==> src/rtl/stat_pkg.sv <==
// ============================================================================
//  Module  : stat_pkg
//  Desc    : Shared constants and state encoding for the statistical calculator.
//  Rev     : 1.0  initial release
// ============================================================================
`default_nettype none

package stat_pkg;

   localparam int DATA_W = 4;

   localparam logic [2:0] S_IDLE    = 3'd0;
   localparam logic [2:0] S_FIRST   = 3'd1;
   localparam logic [2:0] S_ACCEPT  = 3'd2;
   localparam logic [2:0] S_CMP_MAX = 3'd3;
   localparam logic [2:0] S_CMP_MIN = 3'd4;
   localparam logic [2:0] S_DONE    = 3'd5;

endpackage

`default_nettype wire

==> src/rtl/comparator.sv <==
// ============================================================================
//  Module  : comparator
//  Desc    : 4-bit unsigned magnitude comparator (greater / equal / less).
//  Rev     : 1.0  initial release
// ============================================================================
`default_nettype none

module comparator
   import stat_pkg::*;
(
   input  logic [DATA_W-1:0] in1,
   input  logic [DATA_W-1:0] in2,
   output logic              G,
   output logic              EQ,
   output logic              L
);

   assign G  = (in1 >  in2);
   assign EQ = (in1 == in2);
   assign L  = (in1 <  in2);

endmodule

`default_nettype wire

==> src/rtl/stat_minmax_tracker.sv <==
// ============================================================================
//  Module  : stat_minmax_tracker
//  Desc    : Streaming running min/max/count over a burst, sharing one comparator.
//  Rev     : 1.0  initial release
// ============================================================================
`default_nettype none

module stat_minmax_tracker
   import stat_pkg::*;
#(
   parameter int CNT_W = 4
)(
   input  logic              clk,
   input  logic              rst,
   input  logic              start,
   input  logic              in_valid,
   output logic              in_ready,
   input  logic [DATA_W-1:0] in_data,
   input  logic              in_last,
   output logic [DATA_W-1:0] max_out,
   output logic [DATA_W-1:0] min_out,
   output logic [CNT_W-1:0]  count_out,
   output logic              busy,
   output logic              done,
   output logic              sat
);

   localparam logic [CNT_W-1:0] c_cnt_max = {CNT_W{1'b1}};

   logic [2:0]        r_state;
   logic [DATA_W-1:0] r_max;
   logic [DATA_W-1:0] r_min;
   logic [CNT_W-1:0]  r_count;
   logic              r_sat;
   logic [DATA_W-1:0] r_samp;
   logic              r_last;

   logic [DATA_W-1:0] w_cmp_b;
   logic              w_g;
   logic              w_eq;
   logic              w_l;
   logic [CNT_W-1:0]  w_count_nxt;

   // Second operand follows state only; outside the compare states it is don't-care.
   assign w_cmp_b     = (r_state == S_CMP_MIN) ? r_min : r_max;
   assign w_count_nxt = r_count + CNT_W'(1);

   comparator u_cmp (
      .in1 (r_samp),
      .in2 (w_cmp_b),
      .G   (w_g),
      .EQ  (w_eq),
      .L   (w_l)
   );

   always_ff @(posedge clk or posedge rst) begin
      if (rst) begin
         r_state <= S_IDLE;
         r_max   <= '0;
         r_min   <= '0;
         r_count <= '0;
         r_sat   <= 1'b0;
         r_samp  <= '0;
         r_last  <= 1'b0;
      end else begin
         case (r_state)
            S_IDLE: begin
               if (start) begin
                  r_count <= '0;
                  r_sat   <= 1'b0;
                  r_state <= S_FIRST;
               end
            end
            S_FIRST: begin
               if (in_valid) begin
                  r_max   <= in_data;
                  r_min   <= in_data;
                  r_count <= CNT_W'(1);
                  r_state <= in_last ? S_DONE : S_ACCEPT;
               end
            end
            S_ACCEPT: begin
               if (in_valid) begin
                  r_samp  <= in_data;
                  r_last  <= in_last;
                  r_state <= S_CMP_MAX;
               end
            end
            S_CMP_MAX: begin
               if (w_g && !w_eq) begin
                  r_max <= r_samp;
               end
               r_state <= S_CMP_MIN;
            end
            S_CMP_MIN: begin
               if (w_l) begin
                  r_min <= r_samp;
               end
               r_count <= w_count_nxt;
               // An explicit last wins over saturation, so sat only flags truncation.
               if (r_last) begin
                  r_state <= S_DONE;
               end else if (w_count_nxt == c_cnt_max) begin
                  r_sat   <= 1'b1;
                  r_state <= S_DONE;
               end else begin
                  r_state <= S_ACCEPT;
               end
            end
            S_DONE:  r_state <= S_IDLE;
            default: r_state <= S_IDLE;
         endcase
      end
   end

   assign in_ready  = (r_state == S_FIRST) || (r_state == S_ACCEPT);
   assign busy      = (r_state != S_IDLE);
   assign done      = (r_state == S_DONE);
   assign max_out   = r_max;
   assign min_out   = r_min;
   assign count_out = r_count;
   assign sat       = r_sat;

endmodule

`default_nettype wire

==> config.mk <==
export PLATFORM = sky130hd
export DESIGN_NAME = stat_minmax_tracker
export DESIGN_NICKNAME = d
export VERILOG_FILES = /design/src/rtl/stat_pkg.sv /design/src/rtl/comparator.sv /design/src/rtl/stat_minmax_tracker.sv
export SDC_FILE = /design/constraint.sdc
export NUM_CORES = 1
export LEC_CHECK = 0
export BUFFER_PORTS_ARGS = -buffer_cell sky130_fd_sc_hd__buf_2
export CAP_MARGIN = 40
export CORE_ASPECT_RATIO = 1.75
export CORE_MARGIN = 2
export CORE_UTILIZATION = 59
export CTS_CLUSTER_SIZE = 8
export DETAILED_ROUTE_END_ITERATION = 10
export PLACE_DENSITY = 0.81
export REMOVE_ABC_BUFFERS = 1
export SETUP_SLACK_MARGIN = 0.5
export SLEW_MARGIN = 20
export SYNTH_ARGS = -nofsm -noshare
export SYNTH_HDL_FRONTEND = slang
export SYNTH_SLANG_ARGS = --single-unit
==> constraint.sdc <==
create_clock -name clk -period 5 [get_ports clk]
set_input_delay 0.25 -clock clk [delete_from_list [all_inputs] [get_ports clk]]
set_output_delay 0.25 -clock clk [all_outputs]
set_load 0.02 [all_outputs]
=== Word level (Yosys, flattened, before mapping) ===
Index checks and enable logic that the tools add are counted.

* Order comparisons: 2
* Muxes and demuxes: 20
* $add $sub $neg: 1
* Reduce and logical (&&, ||, !) cells: 15
* Equality and inequality tests: 14

{| class="wikitable"
|+ Operators with widths
! operator !! count
|-
| $mux 4 || 6
|-
| $mux 3 || 6
|-
| $pmux 4 s2 || 2
|-
| $pmux 3 s5 || 1
|-
| $pmux 4 s3 || 1
|-
| $reduce_and 3->1 || 4
|-
| $ne 2x2->1 const B || 5
|-
| $eq 3x2->1 const B || 2
|-
| $eq 3x3->1 const B || 2
|-
| $reduce_bool 2->1 || 3
|-
| $reduce_bool 3->1 || 2
|-
| $add 4x1->4 const B || 1
|-
| $eq 4x4->1 || 1
|-
| $eq 4x4->1 const B || 1
|-
| $gt 4x4->1 || 1
|-
| $lt 4x4->1 || 1
|-
| $ne 2x1->1 const B || 2
|-
| $reduce_and 4->1 || 1
|-
| $eq 3x1->1 const B || 1
|-
| $logic_not 3->1 || 1
|-
| $mux 1 || 3
|-
| $pmux 1 s2 || 1
|-
| $reduce_and 2->1 || 1
|-
| $logic_and 1x1->1 || 1
|-
| 2 further kinds || 2
|}

* Input port bits: 9
* Output and inout bits: 16
* Logic and storage cells: 59
* Bits in registers: 21

=== Depth between registers and ports, before layout ===
Gate-level depths: netlist (run 1).

* Depth after elaboration: 7
* Mapped depth: 8
* Mapped depth without buffers: 8

=== By module ===
A second synthesis (run 1) with hierarchy kept.

* Cell total of the unflattened synthesis: 155
* Area total of the unflattened synthesis: 1407.6 µm²

{| class="wikitable"
|+ By module, submodules not included
! module !! instances !! cells an instance !! seq. area each (µm²) !! area an instance (µm²)
|-
| stat_minmax_tracker || 1 || 139 || 525.5 || 1278.7
|-
| comparator || 1 || 16 || 0.0 || 128.9
|}

=== Worst setup path after synthesis (run 1) ===
OpenSTA, ideal clock, no wires.

* Path kind: register -> register
* Start: register r_state[1]
* End: register r_min[0] (netlist: min_out[0])
* Path buffers: 1
* Path slack: 2.505 ns
* Arrival: 2.367 ns
* Setup time: 0.128 ns
* Stages on the path, launching flop included: 9
* Required time: 4.872 ns
* Period minus slack after synthesis: 2.495 ns
* Cell sequence: dfrtp_1 buf_6 nor3_4 mux2_2 ha_1 nor2b_1 o211ai_1 a31oi_4 mux2_1

* Word-level cells in the longest chain between the ends: 5
* Elaborated cells between the ends (all ways): 9
* Those cells by class: order compare (1); eq/ne (4); mux (2); reduce/logical (2)

{| class="wikitable"
|+ RTL lines
! element !! line !! RTL
|-
| start: declaration || stat_minmax_tracker.sv:30 || <nowiki>logic [2:0] r_state;</nowiki>
|-
| start signal: assignment || stat_minmax_tracker.sv:79 || <nowiki>r_state <= in_last ? S_DONE : S_ACCEPT;</nowiki>
|-
| $eq 3x3->1 || stat_minmax_tracker.sv:45, stat_minmax_tracker.sv:66 ||
|-
| $mux 4 || stat_minmax_tracker.sv:45 || <nowiki>assign w_cmp_b = (r_state == S_CMP_MIN) ? r_min : r_max;</nowiki>
|-
| $lt 4x4->1 || comparator.sv:20 || <nowiki>assign L = (in1 < in2);</nowiki>
|-
| $ne 2x1->1 (no line) || -- ||
|-
| $reduce_and 3->1 (no line) || -- ||
|-
| end signal: assignment || stat_minmax_tracker.sv:77 || <nowiki>r_min <= in_data;</nowiki>
|-
| end signal: assignment || stat_minmax_tracker.sv:97 || <nowiki>r_min <= r_samp;</nowiki>
|-
| end: declaration || stat_minmax_tracker.sv:32 || <nowiki>logic [DATA_W-1:0] r_min;</nowiki>
|}

Parallel ways exist; a longest one is shown, timed or not.
A chain may end at the register's enable or synchronous reset.

=== Worst setup path in the final report (run 1) ===
* Start: register r_state[2]
* End: register r_min[0] (netlist: min_out[0])

The elaborated chain is that of the path after synthesis.

==> results.json, run 1 <==
{
  "die_area_mm2": 0.00283,
  "antenna_cells": 0,
  "fin_crit_ns": 3.00,
  "synthArstFlopShare_pct": 100,
  "worst_ep_arrival_time_ns": 3.16,
  "drt_iter0_markers": 47,
  "final_design_area_no_fill_mm2": 0.00161,
  "worst-path-max-fanout": 12,
  "grt_pass1_vias": 1190,
  "min_path_type": "in -> reg",
  "dp_hpwl_mm": 2.61,
  "cp-start-kind": "flip-flop",
  "synth_flop_cell": "dfrtp_1",
  "dp_slack_ns": 2.03,
  "area_delta_synth_final_pct": 13.1,
  "io_buffers": 24,
  "grt.overflow.total": 0,
  "drt-pass1-iter-count": 4,
  "crit_type": "reg -> reg",
  "ys_seq_area_share_pct": 37.0,
  "ios": 25,
  "switchingPower_mw": 0.470,
  "fp-row-count": 23,
  "post_cts_buffers": 0,
  "vdd_drop_max_mv": 0.351,
  "antenna_found_initial": 0,
  "clock_sinks": 21,
  "postLayoutSetupSlackWorst_ns": 2.00,
  "power_frac_clock_pct": 11.5,
  "timing.final.hold_violations": 0,
  "globalRouteTotalUtil_pct": 28.7,
  "drcViolationCount": 0,
  "setup_viol": 0,
  "numCtsBuffers": 3,
  "cts_max_level": 1,
  "grt_pass1_wl_mm": 5.48,
  "clk_pin_slew_ns": 0.08,
  "maxSlewViolCount": 0,
  "finalCritPeriodShare_pct": 59.9,
  "netlist_top_cells_count": "dfrtp_1, inv_1, o21ai_0",
  "cap_viol_max_count": 0,
  "layout-drive-gt1-share_pct": 24.7,
  "yosysTopAreaCell": "dfrtp_1",
  "worstMarginPinSlew_ns": 0.611,
  "synth_edf_count": 0,
  "vias": 1246,
  "status": "finished clean",
  "p_seq_share_pct": 33.1,
  "worst_setup_path_end_kind": "flip-flop",
  "final.setup_skew_ns": 0.00814,
  "synth-seq-cells": 21,
  "fmax_mhz": 334,
  "place_area_mm2": 0.00153,
  "vias_per_cell": 6.39,
  "place_congestion": 0.875,
  "clock_latency_ns": 0.27,
  "yosys_warnings": 0,
  "clockBufferDepth": 2,
  "grt_setup_unrepaired": "false",
  "die_w_um": 41.1,
  "yosysMostFrequentCell": "dfrtp_1",
  "fin_nets": 186,
  "netlist_area_mm2": 0.00142,
  "power_density_mw_per_mm2": 623,
  "routed_wl_mm": 3.44,
  "cts_tree": "built",
  "fp.coreArea_mm2": 0.00227,
  "start_util_pct": 62.4,
  "cellLeakagePower_nw": 0.718,
  "pwr-share-comb_pct": 55.4,
  "switching_share_pct": 47.0,
  "synthCells": 145,
  "wl_per_cell_um": 17.6,
  "detail-route-antenna-nets": 0,
  "dieHeight_um": 68.9,
  "syn_area_per_cell_um2": 9.79,
  "slew_headroom_pct": 59.1,
  "p_int_mw": 0.530,
  "grt_max_degree": 22,
  "ys_types": 41,
  "cts_root_buf": "clkbuf_8",
  "worstPathRequired_ns": 5.16,
  "synth_area_leaders": "dfrtp_1, mux2_2, ha_1, o21ai_0, nand2b_1",
  "fin_tns_setup_ns": 0,
  "synth_top_area_share_pct": 37.0
}
[cell type report]
type	count	area [um2]
sequential	21	526
clock buffer	3	41.3
tap	25	31.3
timing repair buffer	26	145
fill	175	668
clock inverter	1	5.00
multi-input combinational	107	812
inverter	12	45.0
[sequential cells by signal, indices dropped and copies added, names as in the netlist]
signal and cells:
max_out 4, min_out 4, r_samp 4, r_last 1
sat 1, count_out 4, r_state 3
[power groups by stage]
stage               clock network (mW)  registers [mW]  logic, mW
floorplan                            0           0.349      0.370
global placement                     0           0.328      0.530
detailed placement                   0           0.333      0.545
CTS                              0.117           0.330      0.550
global route                     0.124           0.343      0.605
finish                           0.115           0.331      0.554
[final timing paths]
| path | from | endpoint | slack, ns | cells after the start |
|---|---|---|---|---|
| max | r_state[2]$_DFFE_PP0P_ | min_out[0]$_DFFE_PP0P_ | 2.00 | 8 |
| min | in_data[0] | r_samp[0]$_DFFE_PP0P_ | 0.22 | 3 |
| max reg2reg | r_state[2]$_DFFE_PP0P_ | min_out[0]$_DFFE_PP0P_ | 2.00 | 8 |
| min reg2reg | min_out[0]$_DFFE_PP0P_ | min_out[0]$_DFFE_PP0P_ | 0.53 | 1 |
| max in group asynchronous | rst | count_out[0]$_DFFE_PP0P_ | 4.27 | 4 |
| min in group asynchronous | rst | max_out[1]$_DFFE_PP0P_ | 0.37 | 3 |
[stage by stage]
step / total power [mW] / hold slack [ns] / util, % / instances
after floorplan: 0.719 / 0.227 / - / 140
after global placement: 0.858 / 0.423 / 67.5 / 189
after detailed placement: 0.878 / 0.447 / 67.5 / 189
after CTS: 0.997 / 0.147 / 69.5 / 193
after global routing: 1.07 / 0.236 / 70.6 / 195
final: 1.00 / 0.216 / 70.6 / 195
[worst max-delay path: stages, from the launching register on]
cell and delay (ns):
dfrtp_1 0.54, inv_1 0.19, nor3_4 0.51, mux2i_1 0.27, ha_1 0.26, nor2b_1 0.15
o211ai_1 0.43, a31oi_4 0.20, mux2_1 0.35
[placed cells by master, fill, tap and decap left out, types with 2 or more instances in the layout]
cell / Yosys / final
and2_1: 5 / 5
nor4_1: 4 / 4
o21ai_0: 11 / 11
nand2b_1: 8 / 8
nor2_1: 6 / 6
ha_1: 6 / 6
nand3_1: 10 / 10
o22ai_1: 4 / 4
clkbuf_8: 0 / 3
dfrtp_1: 21 / 21
nand2_1: 4 / 4
a21oi_1: 4 / 4
or3_1: 2 / 2
o21a_1: 2 / 2
mux2_4: 2 / 2
a221oi_1: 4 / 4
buf_2: 2 / 24
inv_1: 12 / 12
mux2i_1: 3 / 3
mux2_1: 2 / 2
and3_1: 2 / 2
nor4bb_1: 3 / 3
mux2_2: 8 / 8
[per-layer routing]
layer,wire length (um),share of wire [%],track usage (%)
met5,0,0,0
met4,104,3.0,15.8
met3,130,3.8,2.88
met2,1920,56,49.8
met1,1280,37,31.7
[cells by family after synthesis]
group,Yosys count,share of synthesized area [%]
flip-flops,21,37.0
XOR/XNOR,1,0.617
buffers and inverters,17,5.73
adder cells (fa/ha/maj),6,5.29
multiplexers,15,12.2
AND/OR/NAND/NOR,50,21.3
AO/OA/AOI/OAI,35,17.9
[timing repair]
action / CTS / global route
hold buffers: 0 / 1
hold endpoints to repair: 0 / 1
resized for setup: 0 / 0
(Power assumes the default switching activity.)
==> run 2, diff against run 1 <==
--- a/config.mk
+++ b/config.mk
@@ -9,10 +9,10 @@
 export CAP_MARGIN = 40
 export CORE_ASPECT_RATIO = 1.75
 export CORE_MARGIN = 2
-export CORE_UTILIZATION = 59
+export CORE_UTILIZATION = 50
 export CTS_CLUSTER_SIZE = 8
 export DETAILED_ROUTE_END_ITERATION = 10
-export PLACE_DENSITY = 0.81
+export PLACE_DENSITY = 0.72
 export REMOVE_ABC_BUFFERS = 1
 export SETUP_SLACK_MARGIN = 0.5
 export SLEW_MARGIN = 20
==> constraint.sdc (replaced) <==
create_clock -name clk -period 2.6 [get_ports clk]
set_input_delay 0.13 -clock clk [delete_from_list [all_inputs] [get_ports clk]]
set_output_delay 0.13 -clock clk [all_outputs]
set_load 0.02 [all_outputs]
==> results.json, run 2 (same netlist as run 1, synthesis figures left out) <==
{
  "status": "finished clean",
  "crit_family": "multiplexers",
  "grt_pass1_vias": 1337,
  "final_common_cell": "buf_2",
  "rr_startpoint": "r_state[2]$_DFFE_PP0P_",
  "fmax_mhz": 440,
  "numCtsBuffers": 3,
  "cp_slowest_cell": "dfrtp_1",
  "detail-route-antenna-nets": 0,
  "clockBufferDepth": 2,
  "start_util_pct": 52.7,
  "grt_use_met2_pct": 50.8,
  "drt_iter0_markers": 70,
  "fp.coreArea_mm2": 0.00269,
  "worst_setup_path_end_kind": "flip-flop",
  "routed_wl_mm": 4.02,
  "vdd_drop_max_mv": 0.715,
  "timing.final.hold_violations": 0,
  "clock_latency_ns": 0.26,
  "cts_root_buf": "clkbuf_8",
  "die_w_um": 44.3,
  "fin_nets": 204,
  "final.setup_skew_ns": 0.00221,
  "fin_tns_setup_ns": 0,
  "gr-max-usage-layer": "met2",
  "grt.overflow.total": 0,
  "crit_type": "reg -> reg",
  "min_path_type": "in -> reg",
  "cellLeakagePower_nw": 0.890,
  "clk_pin_slew_ns": 0.08,
  "setup_viol": 0,
  "finalCritPeriodShare_pct": 87.3,
  "vias_per_cell": 6.20,
  "area_delta_synth_final_pct": 34.2,
  "gr-usage-met1_pct": 31.2,
  "cp-start-kind": "flip-flop",
  "regArea_um2": 526,
  "worstMarginPinSlew_ns": 0.614,
  "layout-drive-gt1-share_pct": 42.6,
  "cp.depth": 8,
  "ios": 25,
  "cts_tree": "built",
  "fill_cells": 190,
  "clock_sinks": 21,
  "grt_setup_unrepaired": "true",
  "r2r-end": "min_out[1]$_DFFE_PP0P_",
  "worstPathRequired_ns": 2.75,
  "globalRouteTotalUtil_pct": 27.7,
  "multi_input_area_um2": 963,
  "worst-path-max-fanout": 5,
  "final_design_area_no_fill_mm2": 0.00190,
  "cp_cell_sequence": "inv_2 -> nor3_4 -> mux2i_1 -> ha_1 -> nor2b_4 -> o211ai_1 -> a31oi_4 -> mux2_4",
  "cts_max_level": 1,
  "die_area_mm2": 0.00330,
  "io_buffers": 24,
  "dp_hpwl_mm": 2.79,
  "slew_headroom_pct": 58.7,
  "placed_cells": 199,
  "crit_end": "min_out[1]$_DFFE_PP0P_",
  "drt-pass1-iter-count": 4,
  "grt_pass1_wl_mm": 6.61,
  "place_area_mm2": 0.00160,
  "instances_no_fill": 215,
  "reg2reg_slack_ns": 0.33,
  "dieHeight_um": 74.5,
  "drcViolationCount": 0,
  "final_cell_mix": "buf_2, dfrtp_1, buf_4",
  "power_mw": 2.43,
  "antenna_cells": 0,
  "fp-row-count": 25,
  "fin_crit_ns": 2.27,
  "cp.buffers_inverters": 1,
  "grt_max_degree": 22,
  "cap_viol_max_count": 0,
  "ff2ff_path_depth": 8,
  "wl_per_cell_um": 18.7,
  "worst_ep_arrival_time_ns": 2.42,
  "power_density_mw_per_mm2": 1280,
  "vias": 1334,
  "maxSlewViolCount": 0,
  "slowest_delay_ns": 0.37,
  "place_congestion": 0.911,
  "antenna_found_initial": 0,
  "crit_start": "r_state[2]$_DFFE_PP0P_",
  "grtUsageMet3_pct": 2.43
}
run 2: cell types whose count changed in the layout (fill, tap and decap cells not counted), moves of 2 or more:
cell and change:
nand3_1 -8, buf_6 +3, mux2_1 -2, a221oi_4 +4, buf_4 +15, mux2_4 +3, nand3_2 +8, a221oi_1 -4
run 2: layout make-up:
cell class                      instances  area share, %
Clock buffer                            4           2.37
Tap cell                               27           1.77
Timing Repair Buffer                   44           15.3
Sequential cell                        21           27.6
Multi-Input combinational cell        107           50.6
Inverter                               12           2.37
run 2: worst reg2reg max path: cells and delay by family, from the launching register on:
family | cells | cell delay, ns
AO/OA/AOI/OAI | 2 | 0.50
buffers and inverters | 1 | 0.08
multiplexers | 2 | 0.55
adder cells (fa/ha/maj) | 1 | 0.26
flip-flops | 1 | 0.37
AND/OR/NAND/NOR | 2 | 0.42
run 2: worst min-delay path by stage:
stage	slack [ns]	end	depth (start not counted)	start
detailed placement	0.32	r_samp[1]$_DFFE_PP0P_	2	rst
global route	0.11	r_samp[2]$_DFFE_PP0P_	2	in_data[2]
CTS	0.03	count_out[2]$_DFFE_PP0P_	2	rst
finish	0.11	r_samp[0]$_DFFE_PP0P_	3	in_data[0]
global placement	0.32	min_out[1]$_DFFE_PP0P_	2	rst
floorplan	0.11	count_out[0]$_DFFE_PP0P_	1	rst
run 2: where the power goes:
part	switching [mW]	internal [mW]	total, mW
sequential	0.152	0.456	0.608
clock	0.106	0.109	0.216
combinational	0.834	0.777	1.61
run 2: repair_timing:
action                                  in CTS  in global routing
endpoints found under the hold margin        0                 21
pin swaps                                    8                  6
resized for setup                           24                  8
hold buffers                                 0                  1
endpoints found under the setup margin       8                  8
setup buffers                                6                  4
run 2: metal layers:
metal | vias up | wire, um
li1 | 623 | -
met1 | 649 | 1440
met2 | 53 | 2300
met3 | 9 | 187
met4 | 0 | 86
met5 | - | 0
run 2: stage by stage:
stage / setup slack, ns / util (%) / hold slack [ns]
floorplan: 0.0179 / - / 0.107
global placement: 0.323 / 59.3 / 0.317
detailed placement: 0.279 / 59.3 / 0.321
CTS: 0.346 / 66.7 / 0.0327
global route: 0.200 / 70.8 / 0.113
finish: 0.329 / 70.8 / 0.107
==> run 3, diff against run 2 <==
--- a/config.mk
+++ b/config.mk
@@ -5,11 +5,12 @@
 export SDC_FILE = /design/constraint.sdc
 export NUM_CORES = 1
 export LEC_CHECK = 0
+export ABC_AREA = 1
 export BUFFER_PORTS_ARGS = -buffer_cell sky130_fd_sc_hd__buf_2
 export CAP_MARGIN = 40
 export CORE_ASPECT_RATIO = 1.75
 export CORE_MARGIN = 2
-export CORE_UTILIZATION = 50
+export CORE_UTILIZATION = 49
 export CTS_CLUSTER_SIZE = 8
 export DETAILED_ROUTE_END_ITERATION = 10
 export PLACE_DENSITY = 0.72
==> results.json, run 3 <==
{
  "worstMarginPinSlew_ns": 0.275,
  "place_congestion": 0.871,
  "synth_top_area_share_pct": 40.8,
  "detail-route-antenna-nets": 0,
  "status": "finished clean",
  "min_path_type": "in -> reg",
  "ys_seq_area_share_pct": 40.8,
  "antenna_found_initial": 0,
  "crit_type": "reg -> reg",
  "setup_viol": 0,
  "final.setup_skew_ns": 0.00340,
  "p_seq_share_pct": 29.1,
  "reg2reg_slack_ns": 0.58,
  "yosys_warnings": 0,
  "worstPathRequired_ns": 2.75,
  "clk_pin_slew_ns": 0.07,
  "gr-max-usage-layer": "met2",
  "final_common_cell": "nand2_1",
  "power_frac_clock_pct": 10.0,
  "layout-drive-gt1-share_pct": 28.8,
  "dp_hpwl_mm": 2.48,
  "timing.final.hold_violations": 0,
  "yosysMostFrequentCell": "nand2_1",
  "switching_share_pct": 49.8,
  "netlist_top_cells_count": "nand2_1, dfrtp_1, inv_1",
  "pwr-share-comb_pct": 60.9,
  "synthArstFlopShare_pct": 100,
  "wl_per_cell_um": 14.6,
  "cap_viol_max_count": 0,
  "r2r-end": "max_out[1]$_DFFE_PP0P_",
  "die_area_mm2": 0.00307,
  "ys_types": 24,
  "io_buffers": 24,
  "area_delta_synth_final_pct": 25.9,
  "syn_area_per_cell_um2": 7.45,
  "worst-path-max-fanout": 8,
  "power_mw": 2.14,
  "instances_no_fill": 241,
  "cellLeakagePower_nw": 0.930,
  "p_int_mw": 1.08,
  "final_design_area_no_fill_mm2": 0.00162,
  "globalRouteTotalUtil_pct": 23.6,
  "synth-seq-cells": 21,
  "worst_ep_arrival_time_ns": 2.17,
  "worst_setup_path_end_kind": "flip-flop",
  "place_area_mm2": 0.00143,
  "crit_start": "r_state[1]$_DFFE_PP0P_",
  "start_util_pct": 51.7,
  "hp-start": "in_last",
  "cts_max_level": 1,
  "drt-pass1-iter-count": 5,
  "hold_end": "r_last$_DFFE_PP0P_",
  "grt_pass1_vias": 1244,
  "ios": 25,
  "grt.overflow.total": 0,
  "clockBufferDepth": 2,
  "vias": 1325,
  "cp-start-kind": "flip-flop",
  "power_density_mw_per_mm2": 1320,
  "final_cell_mix": "nand2_1, buf_2, dfrtp_1",
  "cp.depth": 12,
  "slew_headroom_pct": 81.7,
  "numCtsBuffers": 3,
  "grtUsageMet3_pct": 2.27,
  "dieHeight_um": 71.8,
  "fp.coreArea_mm2": 0.00249,
  "crit_family": "simple AND/OR/NAND/NOR gates",
  "clock_latency_ns": 0.26,
  "finalCritPeriodShare_pct": 77.8,
  "cp.buffers_inverters": 1,
  "synth_edf_count": 0,
  "routed_wl_mm": 3.52,
  "placed_cells": 222,
  "yosysTopAreaCell": "dfrtp_1",
  "synthCells": 173,
  "cp_cell_sequence": "nor2_4 -> nand2_8 -> mux2i_1 -> ha_1 -> inv_1 -> nor2_1 -> nor2_1 -> o21ai_2 -> nand2_2 -> nand2_2 -> nand2_1 -> nand2_1",
  "fmax_mhz": 495,
  "fin_util_pct": 65.1,
  "synth_flop_cell": "dfrtp_1",
  "fin_nets": 231,
  "vias_per_cell": 5.50,
  "fp-row-count": 24,
  "gr-usage-met1_pct": 25.8,
  "rr_startpoint": "r_state[1]$_DFFE_PP0P_",
  "ff2ff_path_depth": 12,
  "whs_ns": 0.152,
  "fin_tns_setup_ns": 0,
  "drcViolationCount": 0,
  "clock_sinks": 21,
  "drt_iter0_markers": 47,
  "slowest_delay_ns": 0.45,
  "cts_tree": "built",
  "cts_root_buf": "clkbuf_8",
  "vdd_drop_max_mv": 0.740,
  "cp_slowest_cell": "dfrtp_2",
  "switchingPower_mw": 1.07,
  "min_path_cells": 3,
  "grt_pass1_wl_mm": 5.60,
  "maxSlewViolCount": 0,
  "grt_setup_unrepaired": "false",
  "fin_crit_ns": 2.02,
  "grt_use_met2_pct": 44.8,
  "netlist_area_mm2": 0.00129,
  "dp_slack_ns": 0.382,
  "antenna_cells": 0,
  "die_w_um": 42.8,
  "grt_max_degree": 22,
  "postLayoutSetupSlackWorst_ns": 0.578,
  "synth_area_leaders": "dfrtp_1, nand2_1, ha_1, nand3_1, inv_1"
}
-- run 3: cell count changes after synthesis, sizes merged, moves of 5 or more --
cell,delta
a21oi,+5
and2,-5
inv,+11
mux2,-12
nand2,+58
nand2b,-8
nor2,+5
-- run 3: timing repair --
| action | in CTS | in global routing |
|---|---|---|
| pin swaps | 1 | 3 |
| hold buffers | 0 | 1 |
| setup buffers | 1 | 12 |
| setup endpoints to repair | 8 | 8 |
| endpoints found under the hold margin | 0 | 21 |
| gates resized for setup | 5 | 3 |
-- run 3: kinds of logic (layout without fill, tap and decap cells) --
logic type	count (synthesis)	in the layout	share of synthesized area [%]
and+or+nand+nor	91	91	31.0
DFF	21	21	40.8
AOI/OAI and AO/OA	28	28	12.3
adders and majority gates	6	6	5.83
buffers and inverters	24	66	7.77
muxes	3	3	2.33
-- run 3: worst max-delay path by stage --
stage	end	slack [ns]
6_report	max_out[1]$_DFFE_PP0P_	0.58
5_1_grt	max_out[1]$_DFFE_PP0P_	0.47
4_1_cts	max_out[0]$_DFFE_PP0P_	0.53
3_5_place_dp	max_out[0]$_DFFE_PP0P_	0.38
3_3_place_gp	max_out[1]$_DFFE_PP0P_	0.43
2_1_floorplan	max_out[0]$_DFFE_PP0P_	0.72
-- run 3: layout make-up --
class                           instances  area [um2]
Clock buffer                            4        45.0
Fill cell                             214         870
Inverter                               23        88.8
Multi-Input combinational cell        128         688
Sequential cell                        21         528
Tap cell                               26        32.5
Timing Repair Buffer                   39         240
-- run 3: per-layer routing --
layer  vias up  share of wire (%)
met2        47                 56
li1        641                  -
met4         0                2.6
met1       626                 37
met5         -                  0
met3        11                3.5
-- run 3: worst reg2reg max path: stages, from the launching register on --
cell,delay (ns)
dfrtp_2,0.45
nor2_4,0.18
nand2_8,0.10
mux2i_1,0.17
ha_1,0.25
inv_1,0.10
nor2_1,0.05
nor2_1,0.15
o21ai_2,0.09
nand2_2,0.13
nand2_2,0.10
nand2_1,0.08
nand2_1,0.05
-- run 3: power by group through the flow --
stage | sequential [mW] | combinational, mW | clock [mW]
3_5_place_dp | 0.621 | 1.11 | 0
5_1_grt | 0.642 | 1.45 | 0.232
4_1_cts | 0.629 | 1.15 | 0.218
2_1_floorplan | 0.688 | 0.722 | 0
6_report | 0.625 | 1.31 | 0.213
3_3_place_gp | 0.613 | 1.09 | 0
